File: config.mk
export PLATFORM = sky130hd
export DESIGN_NAME = branch_predictor
export DESIGN_NICKNAME = d
export VERILOG_FILES = /design/src/rtl/branch_predictor.sv
export SDC_FILE = /design/constraint.sdc
export NUM_CORES = 2
export LEC_CHECK = 0
export ABC_AREA = 1
export CELL_PAD_IN_SITES_DETAIL_PLACEMENT = 1
export CELL_PAD_IN_SITES_GLOBAL_PLACEMENT = 2
export CORE_MARGIN = 4
export CORE_UTILIZATION = 32
export DETAILED_ROUTE_END_ITERATION = 6
export GPL_TIMING_DRIVEN = 0
export PLACE_DENSITY = 0.82
export SYNTH_ARGS = -nofsm -noshare
export SYNTH_HDL_FRONTEND = slang
export SYNTH_SLANG_ARGS = --single-unit
File: constraint.sdc
create_clock -name clk_i -period 33.9 [get_ports clk_i]
set_input_delay 6.78 -clock clk_i [delete_from_list [all_inputs] [get_ports clk_i]]
set_output_delay 6.78 -clock clk_i [all_outputs]
set_load 0.02 [all_outputs]
File: src/rtl/branch_predictor.sv
// Direct-mapped branch predictor: BHT saturating counters plus BTB targets.
// Lookup (IF) and mispredict detection (ID) are combinational reads of the
// registered table; one write port commits the ID-stage update on clk_i.
// Optional build macro BP_STATS_EN adds saturating branch/mispredict counters.
module branch_predictor #(
  parameter int unsigned XLEN     = 32,
  parameter int unsigned ENTRIES  = 16,
  parameter int unsigned CTR_BITS = 2
) (
  input  logic            clk_i,
  input  logic            rst_i,
  input  logic            start_i,
  input  logic [XLEN-1:0] pc_i,
  output logic            hit_o,
  output logic            pred_taken_o,
  output logic [XLEN-1:0] pred_target_o,
  input  logic            upd_valid_i,
  input  logic [XLEN-1:0] upd_pc_i,
  input  logic            upd_taken_i,
  input  logic [XLEN-1:0] upd_target_i,
  output logic            upd_mispredict_o
`ifdef BP_STATS_EN
  ,
  output logic [31:0]     stat_branches_o,
  output logic [31:0]     stat_mispred_o
`endif
);

  localparam int unsigned IDX  = $clog2(ENTRIES);
  localparam int unsigned TAGW = XLEN - IDX - 2;
  localparam logic [CTR_BITS-1:0] CTR_WNT = CTR_BITS'((2 ** (CTR_BITS - 1)) - 1);
  localparam logic [CTR_BITS-1:0] CTR_WT  = CTR_BITS'(2 ** (CTR_BITS - 1));

  logic                valid_q [ENTRIES];
  logic [TAGW-1:0]     tag_q   [ENTRIES];
  logic [CTR_BITS-1:0] ctr_q   [ENTRIES];
  logic [XLEN-1:0]     tgt_q   [ENTRIES];

  logic [IDX-1:0]      lk_idx, up_idx;
  logic [TAGW-1:0]     lk_tag, up_tag;
  logic                lk_hit, up_hit, up_ptaken;
  logic [XLEN-1:0]     up_ptarget;

  logic                wr_en;
  logic [TAGW-1:0]     wr_tag_d;
  logic [CTR_BITS-1:0] wr_ctr_d;
  logic [XLEN-1:0]     wr_tgt_d;

  assign lk_idx = pc_i[IDX+1:2];
  assign lk_tag = pc_i[XLEN-1:IDX+2];
  assign up_idx = upd_pc_i[IDX+1:2];
  assign up_tag = upd_pc_i[XLEN-1:IDX+2];

  // IF-side lookup for the fetch PC
  always_comb begin
    lk_hit        = valid_q[lk_idx] && (tag_q[lk_idx] == lk_tag);
    hit_o         = lk_hit;
    pred_taken_o  = start_i && lk_hit && ctr_q[lk_idx][CTR_BITS-1];
    pred_target_o = pred_taken_o ? tgt_q[lk_idx] : pc_i + XLEN'(4);
  end

  // ID-side re-lookup of the resolving branch and mispredict detection
  always_comb begin
    up_hit     = valid_q[up_idx] && (tag_q[up_idx] == up_tag);
    up_ptaken  = start_i && up_hit && ctr_q[up_idx][CTR_BITS-1];
    up_ptarget = up_ptaken ? tgt_q[up_idx] : upd_pc_i + XLEN'(4);
    upd_mispredict_o = upd_valid_i &&
                       ((up_ptaken != upd_taken_i) ||
                        (upd_taken_i && up_ptaken && (up_ptarget != upd_target_i)));
  end

  // Next contents of the written entry: train on hit, allocate on taken miss
  always_comb begin
    wr_en    = upd_valid_i && start_i && (up_hit || upd_taken_i);
    wr_tag_d = up_tag;
    wr_ctr_d = ctr_q[up_idx];
    wr_tgt_d = tgt_q[up_idx];
    if (up_hit) begin
      if (upd_taken_i) begin
        if (ctr_q[up_idx] != '1) wr_ctr_d = ctr_q[up_idx] + CTR_BITS'(1);
        wr_tgt_d = upd_target_i;
      end else if (ctr_q[up_idx] != '0) begin
        wr_ctr_d = ctr_q[up_idx] - CTR_BITS'(1);
      end
    end else begin
      wr_ctr_d = CTR_WT;
      wr_tgt_d = upd_target_i;
    end
  end

  // Table storage: async clear, single write port
  always_ff @(posedge clk_i or posedge rst_i) begin
    if (rst_i) begin
      for (int unsigned i = 0; i < ENTRIES; i++) begin
        valid_q[i] <= 1'b0;
        tag_q[i]   <= '0;
        ctr_q[i]   <= CTR_WNT;
        tgt_q[i]   <= '0;
      end
    end else if (wr_en) begin
      valid_q[up_idx] <= 1'b1;
      tag_q[up_idx]   <= wr_tag_d;
      ctr_q[up_idx]   <= wr_ctr_d;
      tgt_q[up_idx]   <= wr_tgt_d;
    end
  end

`ifdef BP_STATS_EN
  logic [31:0] stat_br_q, stat_br_d, stat_mp_q, stat_mp_d;

  // Saturating statistics for qualifying updates
  always_comb begin
    stat_br_d = stat_br_q;
    stat_mp_d = stat_mp_q;
    if (upd_valid_i && start_i) begin
      if (stat_br_q != '1) stat_br_d = stat_br_q + 32'd1;
      if (upd_mispredict_o && (stat_mp_q != '1)) stat_mp_d = stat_mp_q + 32'd1;
    end
  end

  // Statistics registers
  always_ff @(posedge clk_i or posedge rst_i) begin
    if (rst_i) begin
      stat_br_q <= '0;
      stat_mp_q <= '0;
    end else begin
      stat_br_q <= stat_br_d;
      stat_mp_q <= stat_mp_d;
    end
  end

  assign stat_branches_o = stat_br_q;
  assign stat_mispred_o  = stat_mp_q;
`endif

endmodule

==> results by group <==
Status
  • Run status: complete, but fails checks
  • Failing checks: design-rule violations, max-capacitance violations, max-slew violations

Clock tree
  • Hold buffer count at CTS: 0
  • H-tree depth: 4
  • Post CTS Setup Buffer Count: 0
  • CTS root buf: clkbuf_16
  • Num CTS Buffers: 130
  • Reg clk slew, reported paths: 0.06 ns
  • CTS resizes: 0
  • CTS tree: yes
  • Skew-Pair Late Insertion Delay: 0.87 ns
  • Clock sink count: between 900 and 1000
  • Worst-case clock buffer depth: 3

Yosys
  • Number of synthesized register bits: between 900 and 1000
  • Cell area after synthesis: 58000 µm²
  • Top post-synthesis cells by count: nand2_1, o21ai_0, dfrtp_1
  • Distinct cells, synth: 48
  • Mapped Cells: 8627
  • Top cell type's share of synthesized area: 41.4%
  • Syn nets: 8733
  • Yosys warns: 0
  • Post-synthesis sequential area ratio: 42.1%
  • Synthesized area per cell: 6.72 µm²
  • Post-synth ARST share: 100%
  • Number of synthesized flops with an enable pin: 0
  • Top cells by area, synth: dfrtp_1, nand2_1, o21ai_0, a21oi_1, inv_1
  • Leading area contributor after synthesis: dfrtp_1
  • Dominant synthesized flop cell: dfrtp_1
  • Top-count cell post-synth: nand2_1

Setup path
  • Cell Chain, Critical Path: clkdlybuf4s50_1 > clkbuf_1 > clkbuf_1 > clkbuf_1 > clkbuf_2 > clkbuf_1 > buf_1 > clkbuf_2 > a21oi_1 > o21ai_0 > o21ai_0 > a21oi_1 > o21ai_0 > clkdlybuf4s50_1
  • Critical-path top delay cell: a21oi_1
  • CP startpoint kind: input port
  • Critical path peak fanout: 10
  • Slack of the worst reg-to-reg path: 27.88 ns
  • Worst Path Required: 27.12 ns
  • Worst reg2reg startpoint: tag_q[310]$_DFFE_PP0P_
  • Worst Setup Path Type: input port to primary output
  • CP dominant cell by count: clkbuf_1
  • Setup crit end kind: primary output
  • Worst setup path startpoint: pc_i[3]
  • Crit path DAT: 15.50 ns
  • Critical Path Max Stage Delay: between 1 and 1.5 ns

Cells and area
  • Layout cells sized above 1: 6.72%
  • Layout area overhead: 17.2%
  • Final net count: 9046
  • Layout fillers: 22800
  • Final core occ: 37.9%

Min path
  • Worst hold path type: register to register
  • Hold path start: valid_q[1]$_DFFE_PP0P_

Timing
  • Fin crit period: 22.28 ns
  • Fin Setup TNS: 0 ns
  • Hold Fails Final Rpt: 0
  • Slew @ Worst Pin: around 1.8 ns
  • Final-report setup violation count: 0
  • Setup WS post-layout: between 10 and 15 ns
  • Clock skew: 0.0493 ns
  • Worst Hold Slack: around 0.46 ns
  • Relative slew slack: -18.3%
  • Fmax achieved: 44.9 MHz
  • Unrepaired setup endpoints after global routing: no
  • Final period utilization: 65.7%
  • Max Transition Viols Final: 539

Floorplanning
  • Initial core utilization: 32.3%
  • Die height: 434 µm
  • Overall die area: 188000 µm²
  • I/O Pins: 136
  • Cell Rows: 155
  • Placeable Area: 179000 µm²
  • Die W: 434 µm

Global route
  • Global route total overflow: 0
  • Initial antenna violation count: 92
  • GR Util met2: between 70% and 80%
  • Vias in the first global route: 70700
  • Grt met1 use: 58.1%
  • Grt met3 use: 26.7%
  • Total GRT Usage: a little over half
  • Largest net degree at the start of global routing: 43
  • First-pass GRT wire length: roughly 670 mm
  • Most Used Layer, Global Route: met2

Power and ir drop
  • Total power: approximately 3.9 mW
  • Pwr per Cell Area: between 50 and 60 nW/µm²
  • Lkg Pwr: 32.5 nW
  • Max VDD drop: 0.0415 mV

Detailed routing
  • Vias: between 70000 and 80000
  • Via density: approximately 6.5
  • DRC: 9
  • Post-route ant nets: 0
  • DR iter-0 viols: between 10000 and 15000
  • Final wirelength: 510 mm
  • Mean routed wirelength per cell: between 40 and 50 µm
  • Drt first pass iters: 7

Place
  • Final GP Congestion: 1.13
  • Input/output buffers: 127
  • Hpwl dp: approximately 360 mm
  • Post-Place Worst Slack: 12.23 ns

Run
  • Max-cap viol count: 63
[power by group]
group | internal [mW] | switching (mW)
Sequential | 1.33 | 0.134
Clock | 0.861 | 0.635
Combinational | 0.215 | 0.696
[logic make-up (layout without fill, tap and decap cells)]
kind of cell,after synthesis,in the layout,synth area share [%]
other,0,124,0
DFF,976,976,42.1
AOI/OAI and AO/OA,2240,2240,20.0
and+or+nand+nor,4023,4023,27.4
adders and majority gates,5,5,0.108
xor gates and xnor gates,51,51,0.770
muxes,32,32,0.602
buffers and inverters,1300,1709,8.93
[layer usage]
layer	part of all wire, %	wire length (µm)	vias to the layer above
met3	13	68000	2699
met5	0.070	357	-
met4	13	67800	36
met1	34	173000	37300
li1	-	-	28600
met2	39	201000	6699
[final cells by class]
cell class / count / area, µm² / share of cell area [%]
multi-input combinational: 6351 / 28400 / 41.8
sequential: 976 / 24400 / 36.0
clock buffer: 184 / 3770 / 5.55
tap: 2355 / 2950 / 4.33
buffer: 653 / 2840 / 4.17
inverter: 647 / 2430 / 3.58
timing repair buffer: 181 / 2220 / 3.26
clock inverter: 44 / 587 / 0.863
antenna: 124 / 310 / 0.456
[sequential cells by signal, summed over array words and instances, names as in the netlist]
register,flops
ctr_q,32
valid_q,16
tag_q,416
tgt_q,512
[path summary, 6_finish.rpt]
path,to,depth (start not counted)
max,pred_target_o[11],14
min,valid_q[1]$_DFFE_PP0P_,2
max reg2reg,tgt_q[397]$_DFFE_PP0P_,17
min reg2reg,valid_q[1]$_DFFE_PP0P_,2
max in group asynchronous,tag_q[374]$_DFFE_PP0P_,8
min in group asynchronous,tgt_q[417]$_DFFE_PP0P_,2
[cells in the final DEF, fill, tap and decap left out, types with 14 or more instances in the layout]
cell | synthesis | routed
a21oi_1 | 486 | 483
a32o_1 | 19 | 19
buf_1 | 39 | 34
buf_12 | 0 | 30
buf_2 | 181 | 186
buf_4 | 17 | 23
clkbuf_1 | 415 | 378
clkbuf_16 | 0 | 135
clkbuf_2 | 0 | 66
clkbuf_8 | 0 | 21
clkdlybuf4s50_1 | 0 | 127
clkinv_1 | 17 | 17
clkinv_2 | 0 | 17
dfrtp_1 | 960 | 960
dfstp_2 | 16 | 16
diode_2 | 0 | 124
inv_1 | 619 | 618
mux2_2 | 23 | 23
nand2_1 | 3018 | 3018
nand3_1 | 338 | 338
nand4_1 | 76 | 76
nor2_1 | 520 | 519
nor3_1 | 18 | 18
nor4_1 | 14 | 14
o211ai_1 | 97 | 97
o21ai_0 | 1567 | 1562
o21ai_1 | 46 | 50
xor2_1 | 48 | 48
[through the flow]
stage	instances	cell area (µm²)
2_1_floorplan	8627	58000
6_report	11500	68000
4_1_cts	11400	67500
5_1_grt	11400	67800
3_5_place_dp	11200	63200
3_3_place_gp	11100	62200
[critical path, delay by kind of cell]
kind / cells / cell delay [ns]
buffers and inverters: 9 / 6.44
AO/OA/AOI/OAI: 5 / 2.19
Note: power is estimated with default switching activity, not from simulation.
